**src/rtl/rx_fifo_ctrl_if.sv**
```systemverilog
// Signal bundle between the UART receive FIFO controller and its neighbours:
// the UART receiver, the host read port and the FIFO itself.
interface rx_fifo_ctrl_if #(
  parameter int unsigned DATA_BITS  = 8,
  parameter int unsigned FIFO_WIDTH = 4
);

  // Receiver side
  logic                  Rx_Valid;
  logic [DATA_BITS-1:0]  Rx_Data;
  // Host side
  logic                  Host_Rd_Req;
  logic                  Host_Rd_Ack;
  logic [DATA_BITS-1:0]  Host_Rd_Data;
  logic                  BIST_Mode;
  // FIFO side
  logic [DATA_BITS-1:0]  Fifo_Data_Out;
  logic                  Fifo_Empty;
  logic                  Fifo_Rst;
  logic [DATA_BITS-1:0]  Fifo_Wr_Data;
  logic                  Fifo_Data_Rdy;
  logic                  Fifo_Pop_Data;
  // Status
  logic [FIFO_WIDTH:0]   Occupancy;
  logic                  Rx_Drop;
  logic [7:0]            Drop_Count;
  logic                  Sync_Err;

  // Controller view
  modport master (
    input  Rx_Valid, Rx_Data, Host_Rd_Req, BIST_Mode, Fifo_Data_Out, Fifo_Empty,
    output Fifo_Rst, Fifo_Wr_Data, Fifo_Data_Rdy, Fifo_Pop_Data, Host_Rd_Ack,
           Host_Rd_Data, Occupancy, Rx_Drop, Drop_Count, Sync_Err
  );

  // Environment view (receiver, host and FIFO)
  modport slave (
    output Rx_Valid, Rx_Data, Host_Rd_Req, BIST_Mode, Fifo_Data_Out, Fifo_Empty,
    input  Fifo_Rst, Fifo_Wr_Data, Fifo_Data_Rdy, Fifo_Pop_Data, Host_Rd_Ack,
           Host_Rd_Data, Occupancy, Rx_Drop, Drop_Count, Sync_Err
  );

endinterface

```
**src/rtl/rx_fifo_ctrl.sv**
```systemverilog
// UART receive FIFO sequencer: turns receiver byte pulses and host read
// requests into single-cycle FIFO write/pop strobes, with a one-entry skid
// register, its own occupancy count and a request/ack host read port.
module rx_fifo_ctrl #(
  parameter int unsigned DATA_BITS  = 8,
  parameter int unsigned FIFO_WIDTH = 4
) (
  input logic            clk,
  input logic            rst,
  rx_fifo_ctrl_if.master bus
);

  localparam int unsigned Entries = 2 ** FIFO_WIDTH;
  localparam logic [FIFO_WIDTH:0] OccFull = (FIFO_WIDTH + 1)'(Entries);
  localparam logic [FIFO_WIDTH:0] OccOne  = (FIFO_WIDTH + 1)'(1);

  localparam logic [2:0] StIdle    = 3'd0;
  localparam logic [2:0] StWrite   = 3'd1;
  localparam logic [2:0] StPop     = 3'd2;
  localparam logic [2:0] StCapture = 3'd3;
  localparam logic [2:0] StAck     = 3'd4;

  logic [2:0]           state_q, state_d;
  logic                 skid_vld_q, skid_vld_d;
  logic [DATA_BITS-1:0] skid_data_q, skid_data_d;
  logic [FIFO_WIDTH:0]  occ_q, occ_d;
  logic [7:0]           drop_cnt_q, drop_cnt_d;
  logic                 drop_q, drop_d;
  logic                 sync_err_q, sync_err_d;
  logic                 fifo_rst_q;
  logic                 last_wr_q;
  logic [DATA_BITS-1:0] rd_data_q, rd_data_d;
  logic                 data_rdy_q, pop_q, ack_q;

  logic read_elig, skid_eff, occ_full, rx_load, discard;

  // Arbitration, skid register and counter next-state logic
  always_comb begin
    state_d     = state_q;
    skid_vld_d  = skid_vld_q;
    skid_data_d = skid_data_q;
    discard     = 1'b0;
    drop_d      = 1'b0;

    read_elig = bus.Host_Rd_Req && (occ_q != '0);
    // A byte arriving into an empty skid is eligible for a grant this cycle
    skid_eff  = skid_vld_q || bus.Rx_Valid;
    occ_full  = (occ_q == OccFull);
    // The WRITE cycle consumes the skid, so it can refill in the same cycle
    rx_load   = bus.Rx_Valid && (!skid_vld_q || (state_q == StWrite));

    unique case (state_q)
      StIdle: begin
        // No grants while the FIFO is still coming out of reset or in BIST
        if (!fifo_rst_q && !bus.BIST_Mode) begin
          // last_wr_q gives an eligible read the grant right after a write
          if (skid_eff && !occ_full && (!last_wr_q || !read_elig)) begin
            state_d = StWrite;
          end else if (read_elig) begin
            state_d = StPop;
          end else if (skid_eff && occ_full) begin
            discard = 1'b1;
          end
        end
      end
      StWrite:   state_d = StIdle;
      StPop:     state_d = StCapture;
      StCapture: state_d = StAck;
      StAck:     state_d = StIdle;
      default:   state_d = StIdle;
    endcase

    if (discard) begin
      // Exactly one byte is lost: the held one (and a new byte refills the
      // skid) or, with the skid empty, the byte arriving now
      drop_d     = 1'b1;
      skid_vld_d = skid_vld_q && bus.Rx_Valid;
      if (bus.Rx_Valid) begin
        skid_data_d = bus.Rx_Data;
      end
    end else begin
      if (state_q == StWrite) begin
        skid_vld_d = 1'b0;
      end
      if (rx_load) begin
        skid_vld_d  = 1'b1;
        skid_data_d = bus.Rx_Data;
      end
      drop_d = bus.Rx_Valid && !rx_load;
    end
  end

  // Occupancy, drop counter, sync check and read-data capture
  always_comb begin
    occ_d = occ_q;
    if (state_q == StWrite) begin
      occ_d = occ_q + OccOne;
    end else if (state_q == StPop) begin
      occ_d = occ_q - OccOne;
    end

    drop_cnt_d = drop_cnt_q;
    if (drop_d && (drop_cnt_q != 8'hFF)) begin
      drop_cnt_d = drop_cnt_q + 8'd1;
    end

    sync_err_d = sync_err_q;
    if ((state_q == StIdle) && !fifo_rst_q && (bus.Fifo_Empty != (occ_q == '0))) begin
      sync_err_d = 1'b1;
    end

    rd_data_d = rd_data_q;
    if (state_q == StCapture) begin
      rd_data_d = bus.Fifo_Data_Out;
    end
  end

  // All state and registered outputs
  always_ff @(posedge clk or negedge rst) begin
    if (!rst) begin
      state_q     <= StIdle;
      skid_vld_q  <= 1'b0;
      skid_data_q <= '0;
      occ_q       <= '0;
      drop_cnt_q  <= '0;
      drop_q      <= 1'b0;
      sync_err_q  <= 1'b0;
      fifo_rst_q  <= 1'b1;
      last_wr_q   <= 1'b0;
      rd_data_q   <= '0;
      data_rdy_q  <= 1'b0;
      pop_q       <= 1'b0;
      ack_q       <= 1'b0;
    end else begin
      state_q     <= state_d;
      skid_vld_q  <= skid_vld_d;
      skid_data_q <= skid_data_d;
      occ_q       <= occ_d;
      drop_cnt_q  <= drop_cnt_d;
      drop_q      <= drop_d;
      sync_err_q  <= sync_err_d;
      fifo_rst_q  <= 1'b0;
      last_wr_q   <= (state_q == StWrite);
      rd_data_q   <= rd_data_d;
      data_rdy_q  <= (state_d == StWrite);
      pop_q       <= (state_d == StPop);
      ack_q       <= (state_d == StAck);
    end
  end

  assign bus.Fifo_Rst      = fifo_rst_q;
  assign bus.Fifo_Wr_Data  = skid_data_q;
  assign bus.Fifo_Data_Rdy = data_rdy_q;
  assign bus.Fifo_Pop_Data = pop_q;
  assign bus.Host_Rd_Ack   = ack_q;
  assign bus.Host_Rd_Data  = rd_data_q;
  assign bus.Occupancy     = occ_q;
  assign bus.Rx_Drop       = drop_q;
  assign bus.Drop_Count    = drop_cnt_q;
  assign bus.Sync_Err      = sync_err_q;

endmodule

```
**src/flat_wrapper.sv**
```systemverilog
// flat-port wrapper written by rule: the top's interface ports become plain ports
module rx_fifo_ctrl_flat 
#(
  parameter int unsigned DATA_BITS  = 8,
  parameter int unsigned FIFO_WIDTH = 4
)
  (clk, rst, bus_Rx_Valid, bus_Rx_Data, bus_Host_Rd_Req, bus_BIST_Mode, bus_Fifo_Data_Out, bus_Fifo_Empty, bus_Fifo_Rst, bus_Fifo_Wr_Data, bus_Fifo_Data_Rdy, bus_Fifo_Pop_Data, bus_Host_Rd_Ack, bus_Host_Rd_Data, bus_Occupancy, bus_Rx_Drop, bus_Drop_Count, bus_Sync_Err);
  rx_fifo_ctrl_if #(.DATA_BITS(DATA_BITS), .FIFO_WIDTH(FIFO_WIDTH)) bus_i ();
  input logic clk;
  input logic rst;
  input wire logic [$bits(bus_i.Rx_Valid)-1:0] bus_Rx_Valid;
  input wire logic [$bits(bus_i.Rx_Data)-1:0] bus_Rx_Data;
  input wire logic [$bits(bus_i.Host_Rd_Req)-1:0] bus_Host_Rd_Req;
  input wire logic [$bits(bus_i.BIST_Mode)-1:0] bus_BIST_Mode;
  input wire logic [$bits(bus_i.Fifo_Data_Out)-1:0] bus_Fifo_Data_Out;
  input wire logic [$bits(bus_i.Fifo_Empty)-1:0] bus_Fifo_Empty;
  output wire logic [$bits(bus_i.Fifo_Rst)-1:0] bus_Fifo_Rst;
  output wire logic [$bits(bus_i.Fifo_Wr_Data)-1:0] bus_Fifo_Wr_Data;
  output wire logic [$bits(bus_i.Fifo_Data_Rdy)-1:0] bus_Fifo_Data_Rdy;
  output wire logic [$bits(bus_i.Fifo_Pop_Data)-1:0] bus_Fifo_Pop_Data;
  output wire logic [$bits(bus_i.Host_Rd_Ack)-1:0] bus_Host_Rd_Ack;
  output wire logic [$bits(bus_i.Host_Rd_Data)-1:0] bus_Host_Rd_Data;
  output wire logic [$bits(bus_i.Occupancy)-1:0] bus_Occupancy;
  output wire logic [$bits(bus_i.Rx_Drop)-1:0] bus_Rx_Drop;
  output wire logic [$bits(bus_i.Drop_Count)-1:0] bus_Drop_Count;
  output wire logic [$bits(bus_i.Sync_Err)-1:0] bus_Sync_Err;
  assign bus_i.Rx_Valid = bus_Rx_Valid;
  assign bus_i.Rx_Data = bus_Rx_Data;
  assign bus_i.Host_Rd_Req = bus_Host_Rd_Req;
  assign bus_i.BIST_Mode = bus_BIST_Mode;
  assign bus_i.Fifo_Data_Out = bus_Fifo_Data_Out;
  assign bus_i.Fifo_Empty = bus_Fifo_Empty;
  assign bus_Fifo_Rst = bus_i.Fifo_Rst;
  assign bus_Fifo_Wr_Data = bus_i.Fifo_Wr_Data;
  assign bus_Fifo_Data_Rdy = bus_i.Fifo_Data_Rdy;
  assign bus_Fifo_Pop_Data = bus_i.Fifo_Pop_Data;
  assign bus_Host_Rd_Ack = bus_i.Host_Rd_Ack;
  assign bus_Host_Rd_Data = bus_i.Host_Rd_Data;
  assign bus_Occupancy = bus_i.Occupancy;
  assign bus_Rx_Drop = bus_i.Rx_Drop;
  assign bus_Drop_Count = bus_i.Drop_Count;
  assign bus_Sync_Err = bus_i.Sync_Err;
  rx_fifo_ctrl #(.DATA_BITS(DATA_BITS), .FIFO_WIDTH(FIFO_WIDTH)) u_core (.clk(clk), .rst(rst), .bus(bus_i));
endmodule
```
**config.mk**
```make
export PLATFORM = sky130hd
export DESIGN_NAME = rx_fifo_ctrl_flat
export DESIGN_NICKNAME = d
export VERILOG_FILES = /design/src/rtl/rx_fifo_ctrl_if.sv /design/src/rtl/rx_fifo_ctrl.sv /design/src/flat_wrapper.sv
export SDC_FILE = /design/constraint.sdc
export NUM_CORES = 1
export LEC_CHECK = 0
export BUFFER_PORTS_ARGS = -buffer_cell sky130_fd_sc_hd__buf_2
export CAP_MARGIN = 20
export CORE_MARGIN = 1.5
export CORE_UTILIZATION = 53
export CTS_CLUSTER_DIAMETER = 40
export DETAILED_ROUTE_END_ITERATION = 12
export GPL_ROUTABILITY_DRIVEN = 1
export PLACE_DENSITY = 0.83
export SYNTH_ARGS = -nofsm -noshare
export SYNTH_HDL_FRONTEND = slang
export SYNTH_SLANG_ARGS = --single-unit
```
**constraint.sdc**
```tcl
create_clock -name clk -period 4 [get_ports clk]
set_clock_uncertainty 0.05 [all_clocks]
set_input_delay 1 -clock clk [delete_from_list [all_inputs] [get_ports clk]]
set_output_delay 1 -clock clk [all_outputs]
set_load 0.005 [all_outputs]
```
---- Yosys cells after proc, flatten, opt, wreduce, memory -nomap -nowiden ----
Index checks and enable logic that the tools add are counted.
operators by class
  eq/ne operators ......................... 10
  mux-type cells .......................... 18
  reductions and logical operators ........ 28
  add/subtract/negate cells ............... 3
operator list
  cell                 count
  $mux 8               3
  $logic_and 1x1->1    11
  $mux 5               2
  $eq 3x2->1 const B   3
  $mux 1               9
  $mux 3               3
  $pmux 3 s3           1
  $add 8x1->8 const B  1
  $ne 8x8->1 const B   1
  $logic_not 1->1      7
  $eq 3x1->1 const B   2
  $add 5x1->5 const B  1
  $eq 5x5->1 const B   1
  $logic_not 5->1      1
  $reduce_bool 5->1    1
  $sub 5x1->5 const B  1
  $reduce_bool 2->1    2
  $eq 3x3->1 const B   1
  $logic_not 3->1      1
  $logic_or 1x1->1     3
  $reduce_bool 3->1    1
  $ne 2x2->1 const B   1
  $reduce_and 2->1     1
  $ne 1x1->1           1
storage, ports and cells
  word-level logic and storage cells ...... 72
  input bits .............................. 22
  output and inout bits ................... 35
  register bits after elaboration ......... 40

---- Longest topological paths before layout ----
Gate-level depths: netlist (run 1).
  depth after elaboration ................. 10
  gate-level depth with buffers ........... 8
  mapped depth without buffers ............ 8

---- Worst setup path before layout (run 1) ----
Ideal clock, no wire load.
  path type ............................... input-to-reg
  start ................................... input bus_Host_Rd_Req
  end ..................................... register u_core.skid_data_q[0] (netlist: u_core.bus.Fifo_Wr_Data[0])
  required time ........................... 3,825 ps
  slack ................................... 1,721 ps
  cell stages on the path ................. 6
  buffers on the path ..................... 1
  setup time .............................. 125 ps
  arrival ................................. 2,104 ps
  cell sequence ........................... or2b_2 -> nor4_2 -> nor2_1 -> a21o_1 -> buf_6 -> mux2_4
on the way
  longest elaborated chain between the ends .. 9
  elaborated cells between the ends (all ways) .. 12
  those cells by class .................... eq/ne: 1; mux: 5; reduce/logical: 6
ends and longest elaborated chain
  item                                                              line                 RTL
  start: declaration                                                flat_wrapper.sv:13   input wire logic [$bits(bus_i.Host_Rd_Req)-1:0] bus_Host_Rd_Req;
  $logic_and 1x1->1 *                                               rx_fifo_ctrl.sv:45   read_elig = bus.Host_Rd_Req && (occ_q != '0);
  $logic_not 1->1                                                   rx_fifo_ctrl.sv:57   if (skid_eff && !occ_full && (!last_wr_q || !read_elig)) begin
  $logic_or 1x1->1                                                  rx_fifo_ctrl.sv:57
  $logic_and 1x1->1                                                 rx_fifo_ctrl.sv:57
  $mux 1 *                                                          rx_fifo_ctrl.sv:57
  $mux 1 *                                                          rx_fifo_ctrl.sv:55   if (!fifo_rst_q && !bus.BIST_Mode) begin
  $mux 1 *                                                          rx_fifo_ctrl.sv:52   unique case (state_q)
  $ne 2x2->1 (no source line) or $reduce_bool 2->1 (tied branches)  --
  $reduce_and 2->1 (no source line)                                 --
  end signal: assignment                                            rx_fifo_ctrl.sv:137  skid_data_q <= skid_data_d;
  end: declaration                                                  rx_fifo_ctrl.sv:25   logic [DATA_BITS-1:0] skid_data_q, skid_data_d;
Mark *: on every way between the ends. The rest lies on a longest branch, timed or not.
A chain may end at the register's enable or synchronous reset.

---- Worst setup path after layout (run 1) ----
  start ................................... register u_core.occ_q[0] (netlist: u_core.bus.Occupancy[0])
  end ..................................... register u_core.skid_data_q[2] (netlist: u_core.bus.Fifo_Wr_Data[2])
on the way
  longest elaborated chain between the ends .. 10
  elaborated cells between the ends (all ways) .. 18
  those cells by class .................... eq/ne: 2; mux: 6; reduce/logical: 10
ends and longest elaborated chain
  item                                                              line                 RTL
  start: declaration                                                rx_fifo_ctrl.sv:26   logic [FIFO_WIDTH:0] occ_q, occ_d;
  start signal: assignment                                          rx_fifo_ctrl.sv:124  occ_q <= '0;
  start signal: assignment                                          rx_fifo_ctrl.sv:138  occ_q <= occ_d;
  branches (longest 5 deep; another with $eq 5x5->1)                --
  $mux 1 *                                                          rx_fifo_ctrl.sv:57
  $mux 1 *                                                          rx_fifo_ctrl.sv:55
  $mux 1 *                                                          rx_fifo_ctrl.sv:52
  $ne 2x2->1 (no source line) or $reduce_bool 2->1 (tied branches)  --
  $reduce_and 2->1 (no source line)                                 --
Mark *: on every way between the ends.

==> results of run 1 <==
cells in the mapped netlist, drive strengths merged:
cell,count
and2,1
nand3b,3
mux2,14
clkinv,1
buf,4
dfstp,1
o21ai,2
nand3,1
nor2,7
a21o,3
inv,3
a21oi,10
nand2,29
xor2,2
or2b,1
nand4,3
or4,2
conb,1
or2,3
nor4,4
a311o,1
a31oi,3
ha,4
fa,1
nor3,1
dfrtp,39
o21bai,1
nand2b,3
and3,4
xnor2,4
registers in the layout, indices dropped and copies added (netlist names):
signal	count
u_core.state_q	3
u_core.bus.Sync_Err	1
u_core.bus.Host_Rd_Data	8
u_core.bus.Fifo_Rst	1
u_core.bus.Fifo_Pop_Data	1
u_core.bus.Fifo_Data_Rdy	1
u_core.skid_vld_q	1
u_core.last_wr_q	1
u_core.bus.Fifo_Wr_Data	8
u_core.bus.Host_Rd_Ack	1
u_core.bus.Occupancy	5
u_core.bus.Drop_Count	8
u_core.bus.Rx_Drop	1
report_power, final:
group | leakage (nW) | switching (mW) | internal (mW)
combinational | 0.610 | 0.328 | 0.382
clock | 0.0454 | 0.140 | 0.133
sequential | 0.479 | 0.141 | 0.575
cells by family after synthesis:
family                     after synthesis  synth area share, %
and+or+nand+nor                         62                 17.4
DFF                                     40                 55.7
AOI/OAI and AO/OA                       20                 6.75
muxes                                   14                 10.4
buffers and inverters                    8                 2.64
xor gates and xnor gates                 6                 2.92
adders and majority gates                5                 3.90
other                                    1                0.209
final cells by class:
cell class              instances  area (um2)  share of cell area [%]
inverters                       4        15.0                   0.687
clock inverters                 3        47.5                    2.18
repair buffers                 56         280                    12.8
clock buffers                   5        37.5                    1.72
multi-input cells             108         748                    34.2
flip-flops and latches         40        1000                    45.8
well taps                      44        55.1                    2.52
layer usage:
metal | global-route usage, % | vias to the layer above | wire length, um
met5 | 0 | - | 0
met4 | 8.39 | 0 | 48
met3 | 7.77 | 5 | 256
met2 | 38.8 | 52 | 1920
met1 | 22.4 | 658 | 1420
li1 | - | 655 | -
cell usage in the layout, fill, tap and decap left out, types with 2 or more instances in the layout:
cell / netlist / routed
mux2_4: 8 / 8
clkbuf_4: 0 / 5
mux2_2: 5 / 5
buf_2: 2 / 56
nor2_1: 7 / 7
a21o_1: 2 / 2
a21oi_1: 10 / 10
nand4_1: 3 / 3
and3_1: 4 / 4
nor4_1: 3 / 3
or4_1: 2 / 2
nand2b_1: 3 / 3
or2_2: 3 / 3
dfrtp_1: 39 / 39
xor2_1: 2 / 2
nand3b_1: 3 / 3
o21ai_0: 2 / 2
a31oi_1: 3 / 3
inv_1: 3 / 3
xnor2_1: 4 / 4
ha_1: 4 / 4
nand2_1: 29 / 29
clkinv_4: 0 / 2
worst max-delay path by stage:
stage / from / endpoint / slack (ns) / depth (start not counted)
finish: u_core.bus.Occupancy[0] / u_core.bus.Fifo_Wr_Data[2] / 1.53 / 5
global route: u_core.bus.Occupancy[0] / u_core.bus.Fifo_Wr_Data[5] / 1.47 / 5
CTS: u_core.bus.Occupancy[0] / u_core.bus.Fifo_Wr_Data[5] / 1.56 / 5
detailed placement: bus_Host_Rd_Req / u_core.bus.Fifo_Wr_Data[7] / 1.44 / 6
global placement: bus_Host_Rd_Req / u_core.bus.Fifo_Wr_Data[2] / 1.49 / 6
floorplan: bus_Host_Rd_Req / u_core.bus.Fifo_Wr_Data[0] / 1.72 / 6
worst register-to-register path: cells and delay by family (launching register included):
kind / cells / cell delay [ns]
compound gates: 1 / 0.35
mux: 1 / 0.36
simple gates: 3 / 1.14
flops: 1 / 0.47
through the flow:
stage	hold slack [ns]	setup slack, ns	total power [mW]
2_1_floorplan	0.418	1.72	1.17
3_3_place_gp	0.405	1.49	1.38
3_5_place_dp	0.413	1.44	1.43
4_1_cts	0.444	1.56	1.71
5_1_grt	0.470	1.47	1.83
6_report	0.435	1.53	1.70
==> impl_metrics.ini, run 1 <==
[status]
status = finished clean

[sta]
slew_headroom_pct = 43.5
maxSlewViolCount = 0
period_share_pct = 61.6
finalSetupViolations = 0
worstMarginPinSlew_ns = 0.848
fmax_ghz = 0.406
hold_viol = 0
fin_crit_ns = 2.47
finalSetupTns_ns = 0
rsz0062_at_grt = no

[worst_setup_path]
end_kind = flip-flop
regToRegStartpoint = u_core.bus.Occupancy[0]
crit_type = reg -> reg
ff2ff_path_depth = 5
r2r_slack_ns = 1.53
slowest_stage = or4_1
start_kind = flip-flop
r2r_end = u_core.bus.Fifo_Wr_Data[2]
cp_data_arrival_time_ns = 2.67
crit_buf_inv = 0
crit_family = simple AND/OR/NAND/NOR gates
cp_cell_sequence = or4_1, nor4_2, nor2_1, a21o_1, mux2_4
crit_required_ns = 4.21
path_max_fanout = 8
crit_path_max_incr_delay_ns = 0.69

[finish]
area_delta_synth_final_pct = 21.6
num_antenna_cells = 0
fin_util_pct = 69.9
nNetsFinal = 242
drive_above_1_share_pct = 39.8
n_fill_cell = 244
fin_cells = 260
design_area_um2 = 2190

[min_path]
hp-start = u_core.bus.Host_Rd_Data[6]
holdPathStages = 2
hold_end = u_core.bus.Host_Rd_Data[6]
min_path_type = reg -> reg

[global_route]
grt_max_degree = 41
antenna_found_initial = 0
grt_pass1_wl_um = 5730
grt_pass1_vias = 1420
grt_util_all_layers_pct = 21.4
overflow = 0

[power]
ir_drop_uv = 466
p_per_area_nw_per_um2 = 777
leakage_nw = 1.13

[detailed_routing]
drc = 0
post_drt_via_cell_ratio = 5.27
wl_per_cell_um = 14.0
vias = 1370
first_pass_iters = 4
drt_iter0_drc = 50
wl_um = 3640
ant_nets = 0

[die]
start_util_pct = 57.5
ioPinCount = 57
dieWidth_um = 61.2
die_area_um2 = 3750
coreArea_um2 = 3130
placementRows = 20
die_h_um = 61.2

[cts]
cts.sinks = 40
tritoncts = built
cts-resized-gates = 0
cts-buffers-inserted = 5
cts_root_buf = clkbuf_4
htree_levels = 2
insertion_delay_ns = 0.37
holdBufCountCts = 0
clk_path_buf_depth = 2
path_clk_slew_ns = 0.12
post-cts-setup-buffer-count = 0

[place]
place.gp.congestion = 0.771
io_buffers = 56
placed_cells = 252
placed_cell_area_um2 = 2100
hpwlAfterDp_um = 2670

[synthesis]
synthCells = 156
synthTopCellsByArea = dfrtp_1 54%, mux2_4 6.7%, nand2_1 6.1%, mux2_2 3.1%, a21oi_1 2.8%
avgSynthCellArea_um2 = 11.5
ys_types = 35
synth_top_area_share_pct = 54.3
synth_warnings = 0
syn_area_um2 = 1800
synth_seq_cells = 40
yosys.area.top_type = dfrtp_1
syn_nets = 183
yosysSeqAreaShare_pct = 55.7

[flow_run]
cap_violations = 0
(Power assumes the default switching activity.)
==> run 2: changes to the inputs <==
Settings changed: CORE_UTILIZATION 53 to 45, PLACE_DENSITY 0.83 to 0.75.
Clock period 4 ns to 2 ns, I/O delays scaled along.
==> run 2 against run 1 <==
The run now ends with setup timing left. Worst setup slack got worse by 1.6 ns. Flip-flop and latch count did not move. Highest routed layer unchanged. Non-clock buffer count grew 28. Cell count increased by 12%. Die area up 17%. Critical path type unchanged. Via count is 6.4% higher.
==> impl_metrics.ini, run 2 (synthesis results as in run 1) <==
[power]
seqPwrFrac_pct = 35.6
p_per_area_nw_per_um2 = 1540
power.switching_mw = 1.39
clkPwrFrac_pct = 12.8
finalPower_mw = 3.90
leakage_nw = 1.30
pwr-share-comb_pct = 51.5
ir_drop_uv = 784
sw_frac_of_total_pct = 35.6
p_int_mw = 2.51

[global_route]
grt_pass1_wl_um = 6710
grt_max_degree = 23
antenna_found_initial = 0
grt_util_all_layers_pct = 20.3
overflow = 0
grt_pass1_vias = 1461

[cts]
path_clk_slew_ns = 0.08
tritoncts = built
htree_levels = 2
cts.sinks = 40
cts-buffers-inserted = 5
cts_root_buf = clkbuf_8
insertion_delay_ns = 0.29
clk_path_buf_depth = 2

[die]
ioPinCount = 57
placementRows = 22
start_util_pct = 48.0
die_area_um2 = 4380
dieWidth_um = 66.2
coreArea_um2 = 3740
die_h_um = 66.2

[sta]
period_share_pct = 105
timing.final.ws_setup_ns = -0.0978
finalSetupTns_ns = -0.888
hold_viol = 0
finalSetupViolations = 13
maxSlewViolCount = 0
hold_ws_ns = 0.103
fin_crit_ns = 2.10
rsz0062_at_grt = yes
fmax_ghz = 0.477

[worst_setup_path]
crit_type = reg -> reg
cp_cell_sequence = or4_4, nor4_4, nor2_2, a21o_4, mux2_4
cp_data_arrival_time_ns = 2.22
regToRegStartpoint = u_core.bus.Occupancy[0]
crit_path_max_incr_delay_ns = 0.61
ff2ff_path_depth = 5
crit_required_ns = 2.12
path_max_fanout = 8
end_kind = flip-flop
start_kind = flip-flop
r2r_end = u_core.bus.Fifo_Wr_Data[6]
slowest_stage = or4_4
r2r_slack_ns = -0.1

[detailed_routing]
ant_nets = 0
drc = 0
wl_um = 4060
drt_iter0_drc = 39
post_drt_via_cell_ratio = 5.01
wl_per_cell_um = 14.0
vias = 1458
first_pass_iters = 4

[finish]
design_area_um2 = 2540
num_antenna_cells = 0
area_delta_synth_final_pct = 41.3
layout_commonest_cell = buf_2
mostFrequentLayoutCells = 56 x buf_2, 39 x dfrtp_1, 29 x nand2_1, 24 x buf_4, 10 x mux2_4
n_fill_cell = 292
nNetsFinal = 270
drive_above_1_share_pct = 54.3

[min_path]
min_path_type = in -> async

[status]
violations = setup timing
status = finished with violations

[place]
place.gp.congestion = 0.836
hpwlAfterDp_um = 2710
placed_cell_area_um2 = 2280
io_buffers = 56

[flow_run]
cap_violations = 0
-- run 2: changes by cell type in the layout (fill, tap and decap cells not counted), sizes merged --
cell | before | now
bufinv | 1 | 0
clkinv | 3 | 2
buf | 56 | 84
clkinvlp | 0 | 1
-- run 2: worst max path at each step --
stage / slack [ns] / endpoint / cells past startpoint / startpoint
global route: -0.14 / u_core.bus.Fifo_Wr_Data[4] / 5 / u_core.bus.Occupancy[0]
floorplan: -0.19 / u_core.bus.Drop_Count[1] / 7 / u_core.bus.Occupancy[1]
CTS: -0.06 / u_core.bus.Drop_Count[1] / 5 / u_core.state_q[0]
detailed placement: -0.33 / u_core.bus.Fifo_Wr_Data[6] / 5 / u_core.bus.Occupancy[2]
finish: -0.1 / u_core.bus.Fifo_Wr_Data[6] / 5 / u_core.bus.Occupancy[0]
global placement: -0.22 / u_core.bus.Fifo_Wr_Data[7] / 5 / u_core.bus.Occupancy[2]
-- run 2: final cells by class --
type	count	area (um2)	area share (%)
sequential	40	1000	39.4
multi-input combinational	108	868	34.2
timing repair buffer	84	514	20.2
clock buffer	5	68.8	2.71
tap	48	60.1	2.36
inverter	4	15.0	0.591
clock inverter	2	12.5	0.492
-- run 2: power groups by stage --
stage | combinational, mW | sequential (mW) | clock (mW)
final | 2.01 | 1.39 | 0.501
after CTS | 1.89 | 1.38 | 0.512
after global routing | 2.22 | 1.43 | 0.557
after floorplan | 0.942 | 1.43 | 0
after detailed placement | 1.72 | 1.37 | 0
after global placement | 1.65 | 1.37 | 0
-- run 2: layer usage --
metal / wire length, um / GRT usage, % / part of all wire, % / vias to the layer above
li1: - / - / - / 710
met1: 1820 / 25.7 / 45 / 693
met2: 1970 / 34.0 / 49 / 48
met3: 227 / 4.94 / 5.6 / 7
met4: 44 / 6.89 / 1.1 / 0
met5: 0 / 0 / 0 / -
-- run 2: metrics by stage --
stage,util (%),setup slack (ns),std cells
finish,67.9,-0.0978,291
floorplan,-,-0.194,156
global placement,60.9,-0.224,276
global route,67.9,-0.139,291
detailed placement,60.9,-0.326,276
CTS,66.3,-0.0552,289
-- run 2: timing repair --
item / CTS / global route
setup buffers: 7 / 2
hold buffers: 0 / 0
gates resized for setup: 18 / 8
pin swaps: 13 / 13
endpoints found under the setup margin: 20 / 20
-- run 2: worst max-delay path: cells and delay by family, from the launching register on --
family	cells	cell delay, ns
compound gates	1	0.26
flops	1	0.38
mux	1	0.31
simple gates	3	0.98
